**src/rtl/demixer.sv**
```systemverilog
// demixer: turns N real samples per beat into N complex I/Q samples and
// downconverts them by 0, fs/2 or fs/4, with a 2-stage AXI4-Stream pipeline.
//
// Ports:
//   clk, rstn          clock, asynchronous active-low reset
//   s_axis_*           real input stream, lane n at [B*n +: B], lane 0 oldest
//   m_axis_*           complex output stream, lane n: I at [2B*n +: B],
//                      Q at [2B*n+B +: B]
//   MODE_REG           0 bypass, 1 fs/2, 2 fs/4, 3 treated as bypass;
//                      sampled on the first beat of each packet
module demixer #(
    parameter int N = 16,
    parameter int B = 16
) (
    input  logic             clk,
    input  logic             rstn,
    input  logic [N*B-1:0]   s_axis_tdata,
    input  logic             s_axis_tvalid,
    input  logic             s_axis_tlast,
    output logic             s_axis_tready,
    output logic [2*N*B-1:0] m_axis_tdata,
    output logic             m_axis_tvalid,
    output logic             m_axis_tlast,
    input  logic             m_axis_tready,
    input  logic [1:0]       MODE_REG
);

    logic             rdy_en;
    logic             v1;
    logic             v2;
    logic [N*B-1:0]   d1;
    logic             l1;
    logic [1:0]       m1;
    logic [1:0]       mode_q;
    logic             pkt_start;
    logic [2*N*B-1:0] d2;
    logic             l2;
    logic             ld2;
    logic             acc;
    logic [1:0]       mode_use;
    logic [2*N*B-1:0] mixed;

    function automatic logic [B-1:0] neg_sat(input logic [B-1:0] v);
        logic [B-1:0] r;
        if (v == {1'b1, {(B-1){1'b0}}}) begin
            r = {1'b0, {(B-1){1'b1}}};
        end else begin
            r = -v;
        end
        return r;
    endfunction

    // Stage 2 can take a beat when empty or when its beat leaves this cycle;
    // stage 1 can then always take one when it is empty or moving.
    assign ld2           = !v2 || m_axis_tready;
    assign s_axis_tready = rdy_en && (!v1 || !v2 || m_axis_tready);
    assign acc           = s_axis_tvalid && s_axis_tready;

    // First beat of a packet uses the live MODE_REG, the rest the latched one.
    assign mode_use = pkt_start ? MODE_REG : mode_q;

    // Input is held off for one cycle after reset release.
    always_ff @(posedge clk or negedge rstn) begin
        if (!rstn) begin
            rdy_en <= 1'b0;
        end else begin
            rdy_en <= 1'b1;
        end
    end

    always_ff @(posedge clk or negedge rstn) begin
        if (!rstn) begin
            mode_q    <= 2'd0;
            pkt_start <= 1'b1;
        end else if (acc) begin
            if (pkt_start) begin
                mode_q <= MODE_REG;
            end
            pkt_start <= s_axis_tlast;
        end
    end

    always_ff @(posedge clk or negedge rstn) begin
        if (!rstn) begin
            v1 <= 1'b0;
            d1 <= '0;
            l1 <= 1'b0;
            m1 <= 2'd0;
        end else if (s_axis_tready) begin
            v1 <= s_axis_tvalid;
            if (s_axis_tvalid) begin
                d1 <= s_axis_tdata;
                l1 <= s_axis_tlast;
                m1 <= mode_use;
            end
        end
    end

    always_comb begin
        logic [B-1:0] x;
        logic [B-1:0] nx;
        logic [B-1:0] ival;
        logic [B-1:0] qval;
        mixed = '0;
        x     = '0;
        nx    = '0;
        ival  = '0;
        qval  = '0;
        for (int n = 0; n < N; n++) begin
            x    = d1[B*n +: B];
            nx   = neg_sat(x);
            ival = x;
            qval = '0;
            case (m1)
                2'd1: begin
                    if (n % 2 == 1) ival = nx;
                end
                2'd2: begin
                    case (n % 4)
                        1: begin ival = '0; qval = nx; end
                        2: begin ival = nx; end
                        3: begin ival = '0; qval = x;  end
                        default: ;
                    endcase
                end
                default: ;
            endcase
            mixed[2*B*n +: B]     = ival;
            mixed[2*B*n + B +: B] = qval;
        end
    end

    always_ff @(posedge clk or negedge rstn) begin
        if (!rstn) begin
            v2 <= 1'b0;
            d2 <= '0;
            l2 <= 1'b0;
        end else if (ld2) begin
            v2 <= v1;
            if (v1) begin
                d2 <= mixed;
                l2 <= l1;
            end
        end
    end

    assign m_axis_tvalid = v2;
    assign m_axis_tdata  = d2;
    assign m_axis_tlast  = l2;

endmodule
```
**config.mk**
```make
export PLATFORM = sky130hd
export DESIGN_NAME = demixer
export DESIGN_NICKNAME = d
export VERILOG_FILES = /design/src/rtl/demixer.sv
export SDC_FILE = /design/constraint.sdc
export NUM_CORES = 1
export LEC_CHECK = 0
export CORE_AREA = 2 2 306 308
export DETAILED_ROUTE_END_ITERATION = 10
export DIE_AREA = 0 0 308 310
export GPL_TIMING_DRIVEN = 0
export PLACE_DENSITY = 0.61
export SYNTH_ARGS = -nofsm -noshare
export SYNTH_HDL_FRONTEND = slang
export SYNTH_SLANG_ARGS = --single-unit
export TNS_END_PERCENT = 10
```
**constraint.sdc**
```tcl
create_clock -name clk -period 2.7 [get_ports clk]
set_input_delay 0.54 -clock clk [delete_from_list [all_inputs] [get_ports clk]]
set_output_delay 0.54 -clock clk [all_outputs]
set_load 0.1 [all_outputs]
```
==> out/qor.yml, run 1 <==
setup_violations: 90
cts_made_buffers: 78
ys.warnings.count: 0
std_cell_rows: 112
tritoncts: "done"
fillerInstances: 9107
drv_cap: 0
cts.sinks: 648
firstDrtPassIters: 6
cp_num_buf_inv: 1
rsz0062_at_grt: "true"
grt_pass1_vias: 28600
drive_above_1_share: 0.101
required_ps: 2160
worst_slew_pin_slew_ps: 1220
synth-seq-cells: 648
slew_headroom: 0.184
drt_wl_total_mm: 150
fin_nets: 4705
cp_cell_sequence: "clkdlybuf4s50_1"
internal-power_mw: 25.8
path_class: "reg -> out"
drc: 0
grt_overflow: 0
dp.cells: 5544
syn_area_sq_um: 30600
postSynthCellCount: 3564
setup_ws_ps: -61.2
p_comb_frac: 0.563
avgSynthCellArea_sq_um: 8.60
crit_family: "buffers and inverters"
synth_area_leaders: "dfrtp_1 (53%), nand2_1 (15%), o21ai_0 (3.2%)"
numPortBuffers: 649
drt_iter0_drc: 2900
grt.total_usage: 0.305
synthFlopType: "dfrtp_1"
synth_compound_gate_area_share: 0.119
synth_mux_area_frac: 0.0105
clock_latency_ps: 650
grt_first_pass_wirelength_mm: 208
max_freq_mhz: 362
fin_hold_ws_ps: 378
synth_top_area_share: 0.528
crit_slowest_cell: "clkdlybuf4s50_1"
preCtsSetupSlack_ps: -2650
finClkSkew_ps: 29.4
vias: 30100
synthSimpleGateAreaFrac: 0.247
grt_max_degree: 113
synthDistinctLibCells: 74
crit_path_max_fanout: 2
finalCritPeriodShare: 1.02
cp_data_arrival_time_ps: 2220
report.final.hold_viol_count: 0
synth_xor_xnor_area_share: 0.0209
status: "finished, violations left"
place.gp.congestion: 0.926
regArea_sq_um: 16200
syn_to_final_growth_pct: 40.0
p_switching_mw: 33.1
maxSlewViolCount: 0
drt-vias-per-instance: 5.29
initial_core_util: 0.331
placeableCoreArea_sq_um: 92500
slowest_delay_ps: 1200
clk_pin_slew_worst_paths_ps: 60
synthArstFlopShare: 1.00
wire_per_inst_um: 26.4
powerDensity_nw_per_um2: 1370
power.switching_fraction: 0.562
min_period_ps: 2760
dp_hpwl_mm: 110
synth-edff-count: 0
setup.worst_path.start_class: "flip-flop"
dieWidth_um: 308
dieHeight_um: 310
antenna_found_initial: 29
end_kind: "output port"
num_io_pins: 778
multi_input_area_sq_um: 13000
min_path_type: "in -> async"
cts.path.max_buffers: 3
die-area_sq_um: 95500
violations: "negative setup slack"
htreeDepth: 3
final_cells: 5695
ir_worst_vdd_mv: 0.586
p_leak_nw: 22.4
synthAdderAreaFrac: 0.00572
root_buffer: "clkbuf_16"
seq_area_frac_synth: 0.529
antenna_left: 0
power_frac_clock: 0.186
seq_power_share: 0.252
synth_top_area_cell: "dfrtp_1"
synth_top_family_by_area: "simple AND/OR/NAND/NOR gates"
## flip-flops by register name, indices dropped and copies added, names as in the netlist
register and cells:
d1 256, l1 1, m_axis_tdata 384, m_axis_tlast 1, m_axis_tvalid 1, mode_q 2
pkt_start 1, rdy_en 1, v1 1
## power by group through the flow
stage                     sequential, mW  combinational, mW  clock (mW)
after detailed placement            14.9               32.8           0
final                               14.8               33.2        10.9
after CTS                           14.8               33.1        11.1
after floorplan                     30.1               6.86           0
after global placement              14.9               32.7           0
after global routing                15.1               34.1        11.5
## layout make-up
class,instances,share of cell area
diodes,15,0.000875
repair buffers,660,0.168
well taps,1197,0.0349
plain buffers,369,0.0495
multi-input cells,2634,0.303
clock inverters,30,0.0101
clock buffers,105,0.0514
inverters,37,0.00336
flip-flops and latches,648,0.378
## synth_stat cells (29+ instances only)
library cell,n
nand2_1,1229
dfrtp_1,647
clkbuf_1,214
nor2_1,212
o21ai_0,193
a21oi_1,173
buf_4,128
nand3_1,104
nor3_1,63
o31ai_1,49
xnor2_1,38
inv_1,36
nor4_1,35
xor2_1,35
or4_1,29
## per-stage QoR
| stage | instance area [sq um] | setup TNS (ps) | util | power, mW |
|---|---|---|---|---|
| after floorplan | 31100 | 0 | - | 37.0 |
| after global placement | 39100 | - | 0.423 | 47.6 |
| after detailed placement | 39300 | -915070 | 0.425 | 47.8 |
| after CTS | 42200 | -24710 | 0.457 | 58.9 |
| after global routing | 42900 | -8270 | 0.463 | 60.7 |
| final | 42900 | -1760 | 0.464 | 58.9 |
## logic make-up after synthesis
group,after synthesis
compound gates,592
xor+xnor,73
fa+ha+maj,14
buf+inv,409
flops,648
mux,31
other cells,2
simple gates,1795
## worst paths after layout
| kind | slack [ps] | depth (start not counted) | startpoint | to |
|---|---|---|---|---|
| setup / recovery | -60 | 1 | m_axis_tdata[485] | m_axis_tdata[485] |
| hold / removal | 380 | 2 | rstn | m_axis_tdata[192] |
| setup reg to reg | 0 | 7 | v1 | d1[83] |
| hold reg to reg | 460 | 2 | d1[3] | m_axis_tdata[3] |
| max in group asynchronous | 460 | 5 | rstn | m_axis_tdata[377] |
| min in group clk | 410 | 3 | s_axis_tdata[167] | d1[167] |
## worst reg2reg max path, cell delays in order (launching register included)
cell      delay (ps)
dfrtp_1          530
inv_1            140
o21a_4           270
nand2_1          380
buf_2            520
clkbuf_1         550
nand2_1          130
nand2_1          110
## metal layers
layer  global-route usage  vias to the layer above  routed length [um]
li1                     -                    13400                   -
met3               0.0877                      320               15100
met2                0.489                     1505               69200
met1                0.382                    14800               58700
met5                    0                        -                 136
met4                0.140                       22                7130
## timing repair
item / CTS / global route
pin swaps: 1 / 1
resized for setup: 127 / 282
setup endpoints to repair: 976 / 821
hold buffers: 1 / 0
buffers inserted: 3 / 0
endpoints found under the hold margin: 30 / 0
## layout by cell type (no fill, tap or decap), types with 13 or more instances in the layout
| cell | synthesis | routed |
|---|---|---|
| clkbuf_2 | 0 | 81 |
| xor2_1 | 35 | 35 |
| clkbuf_16 | 0 | 78 |
| nor2_1 | 212 | 208 |
| a21oi_1 | 173 | 173 |
| nand3_1 | 104 | 104 |
| a31oi_1 | 21 | 21 |
| dlymetal6s2s_1 | 0 | 199 |
| inv_1 | 36 | 36 |
| or4_1 | 29 | 29 |
| dfrtp_1 | 647 | 647 |
| and3_1 | 27 | 27 |
| buf_1 | 22 | 14 |
| clkbuf_1 | 214 | 124 |
| nor3_1 | 63 | 62 |
| conb_1 | 2 | 129 |
| diode_2 | 0 | 15 |
| mux2i_1 | 22 | 22 |
| nand2_1 | 1229 | 1227 |
| o211ai_1 | 17 | 17 |
| o31ai_1 | 49 | 49 |
| nor4_1 | 35 | 29 |
| o21ai_0 | 193 | 191 |
| or3_1 | 18 | 17 |
| clkbuf_8 | 0 | 16 |
| buf_4 | 128 | 132 |
| a22o_1 | 19 | 19 |
| clkdlybuf4s50_1 | 0 | 446 |
| xnor2_1 | 38 | 38 |
| clkbuf_4 | 0 | 13 |
No activity file was read; power rests on OpenSTA's default activity.
==> run 2, diff against run 1 <==
--- a/config.mk
+++ b/config.mk
@@ -8,7 +8,6 @@
 export CORE_AREA = 2 2 306 308
 export DETAILED_ROUTE_END_ITERATION = 10
 export DIE_AREA = 0 0 308 310
-export GPL_TIMING_DRIVEN = 0
 export PLACE_DENSITY = 0.61
 export SYNTH_ARGS = -nofsm -noshare
 export SYNTH_HDL_FRONTEND = slang
==> out/qor.yml, run 2 (synthesized netlist as in run 1, its figures left out) <==
status: "completed"
report.final.hold_viol_count: 0
grt_max_degree: 67
cts.sinks: 648
holdPathStages: 3
place.gp.congestion: 0.869
min_period_ps: 2510
setup_tns_ps: 0
placeableCoreArea_sq_um: 92500
fin_nets: 4483
grt_overflow: 0
preCtsSetupSlack_ps: -86.4
antenna_left: 0
drv_cap: 0
drt_iter0_drc: 2367
drc: 0
end_kind: "flip-flop"
drt-vias-per-instance: 5.08
maxSlewViolCount: 0
root_buffer: "clkbuf_16"
final_cells: 5466
die-area_sq_um: 95500
setup_violations: 0
ir_worst_vdd_mv: 0.948
dp.cells: 5324
max_freq_mhz: 398
htreeDepth: 3
path_class: "reg -> reg"
drive_above_1_share: 0.169
setup_ws_ps: 189
num_io_pins: 778
antenna_found_initial: 10
grt_pass1_vias: 26900
r2r_start: "d1[208]"
cts_made_buffers: 76
clock_latency_ps: 640
dieHeight_um: 310
dp_hpwl_mm: 82.3
r2r_cells: 7
drt_wl_total_mm: 113
crit_path_max_fanout: 7
required_ps: 3270
syn_to_final_growth_pct: 32.2
grt.total_usage: 0.230
post-cts-setup-buffers: 0
hold_start: "s_axis_tdata[205]"
min_path_type: "in -> reg"
dieWidth_um: 308
cp_data_arrival_time_ps: 3080
powerDensity_nw_per_um2: 1370
setup.worst_path.start_class: "flip-flop"
startpoint: "d1[208]"
clk_pin_slew_worst_paths_ps: 50
wire_per_inst_um: 20.8
std_cell_rows: 112
initial_core_util: 0.331
slew_headroom: 0.315
finClkSkew_ps: 19.3
numPortBuffers: 649
largest_reg_flops: 384
layout_common_cells: "nand2_1 (1,226), dfrtp_1 (647), buf_4 (501), clkdlybuf4s50_1 (261), nor2_1 (209)"
tritoncts: "done"
grt_first_pass_wirelength_mm: 168
layout_commonest_cell: "nand2_1"
worst_slew_pin_slew_ps: 1020
finalCritPeriodShare: 0.930
dpl_cell_area_sq_um: 38100
fin_area_sq_um: 40500
rsz0062_at_grt: "false"
fillerInstances: 9122
firstDrtPassIters: 6
p_leak_nw: 19.6
vias: 27800
cts.path.max_buffers: 3
==> run 2: cell count changes in the layout (fill, tap and decap cells not counted), sizes merged <==
cell / change
clkdlybuf4s50: -185
clkdlybuf4s15: -6
buf: +379
clkinv: -4
dlygate4sd2: -2
bufinv: -3
inv: +4
diode: -9
clkbuf: -203
clkinvlp: -1
dlymetal6s2s: -199
==> run 2: critical path, stage by stage, from the launching register on <==
cell and delay (ps):
dfrtp_1 440, inv_1 110, ha_1 180, or4b_1 570
or3_1 460, nand2b_1 330, a21oi_1 240, a211o_1 120
==> run 2: worst paths after layout <==
kind                                      to  slack [ps]
max reg2reg                m_axis_tdata[425]         190
min reg2reg                  m_axis_tdata[5]         460
min                                  d1[205]         430
max                        m_axis_tdata[425]         190
max in group asynchronous  m_axis_tdata[438]        1350
min in group asynchronous  m_axis_tdata[192]         490
==> run 2: cell type report <==
class / count / area (sq um) / share of cell area
clock inverters: 26 / 250 / 0.00618
repair buffers: 809 / 7300 / 0.180
inverters: 37 / 139 / 0.00343
flip-flops and latches: 648 / 16200 / 0.400
clock buffers: 109 / 2170 / 0.0535
diodes: 6 / 15.0 / 0.000371
well taps: 1197 / 1500 / 0.0370
multi-input cells: 2634 / 12900 / 0.319
==> run 2: repair_timing <==
action	CTS	global route
hold endpoints to repair	33	0
gates resized for setup	0	0
hold buffers	1	0
setup endpoints to repair	0	0
==> run 2: routing by layer <==
layer,GRT usage,wire [um]
met5,0,68
met4,0.0912,4200
met3,0.0548,8170
met2,0.380,54400
met1,0.292,46600
==> run 2: stage by stage <==
step | total power [mW] | hold WS (ps) | util
finish | 55.7 | 433 | 0.438
global route | 57.9 | 416 | 0.438
CTS | 56.0 | 391 | 0.438
detailed placement | 45.7 | 449 | 0.411
global placement | 45.5 | 445 | 0.411
floorplan | 37.0 | 244 | -
==> run 2: where the power goes <==
group | leakage (nW) | switching [mW] | internal, mW | total [mW]
sequential | 8.15 | 2.56 | 12.6 | 15.1
clock | 1.19 | 4.31 | 5.89 | 10.2
combinational | 10.3 | 24.1 | 6.26 | 30.4
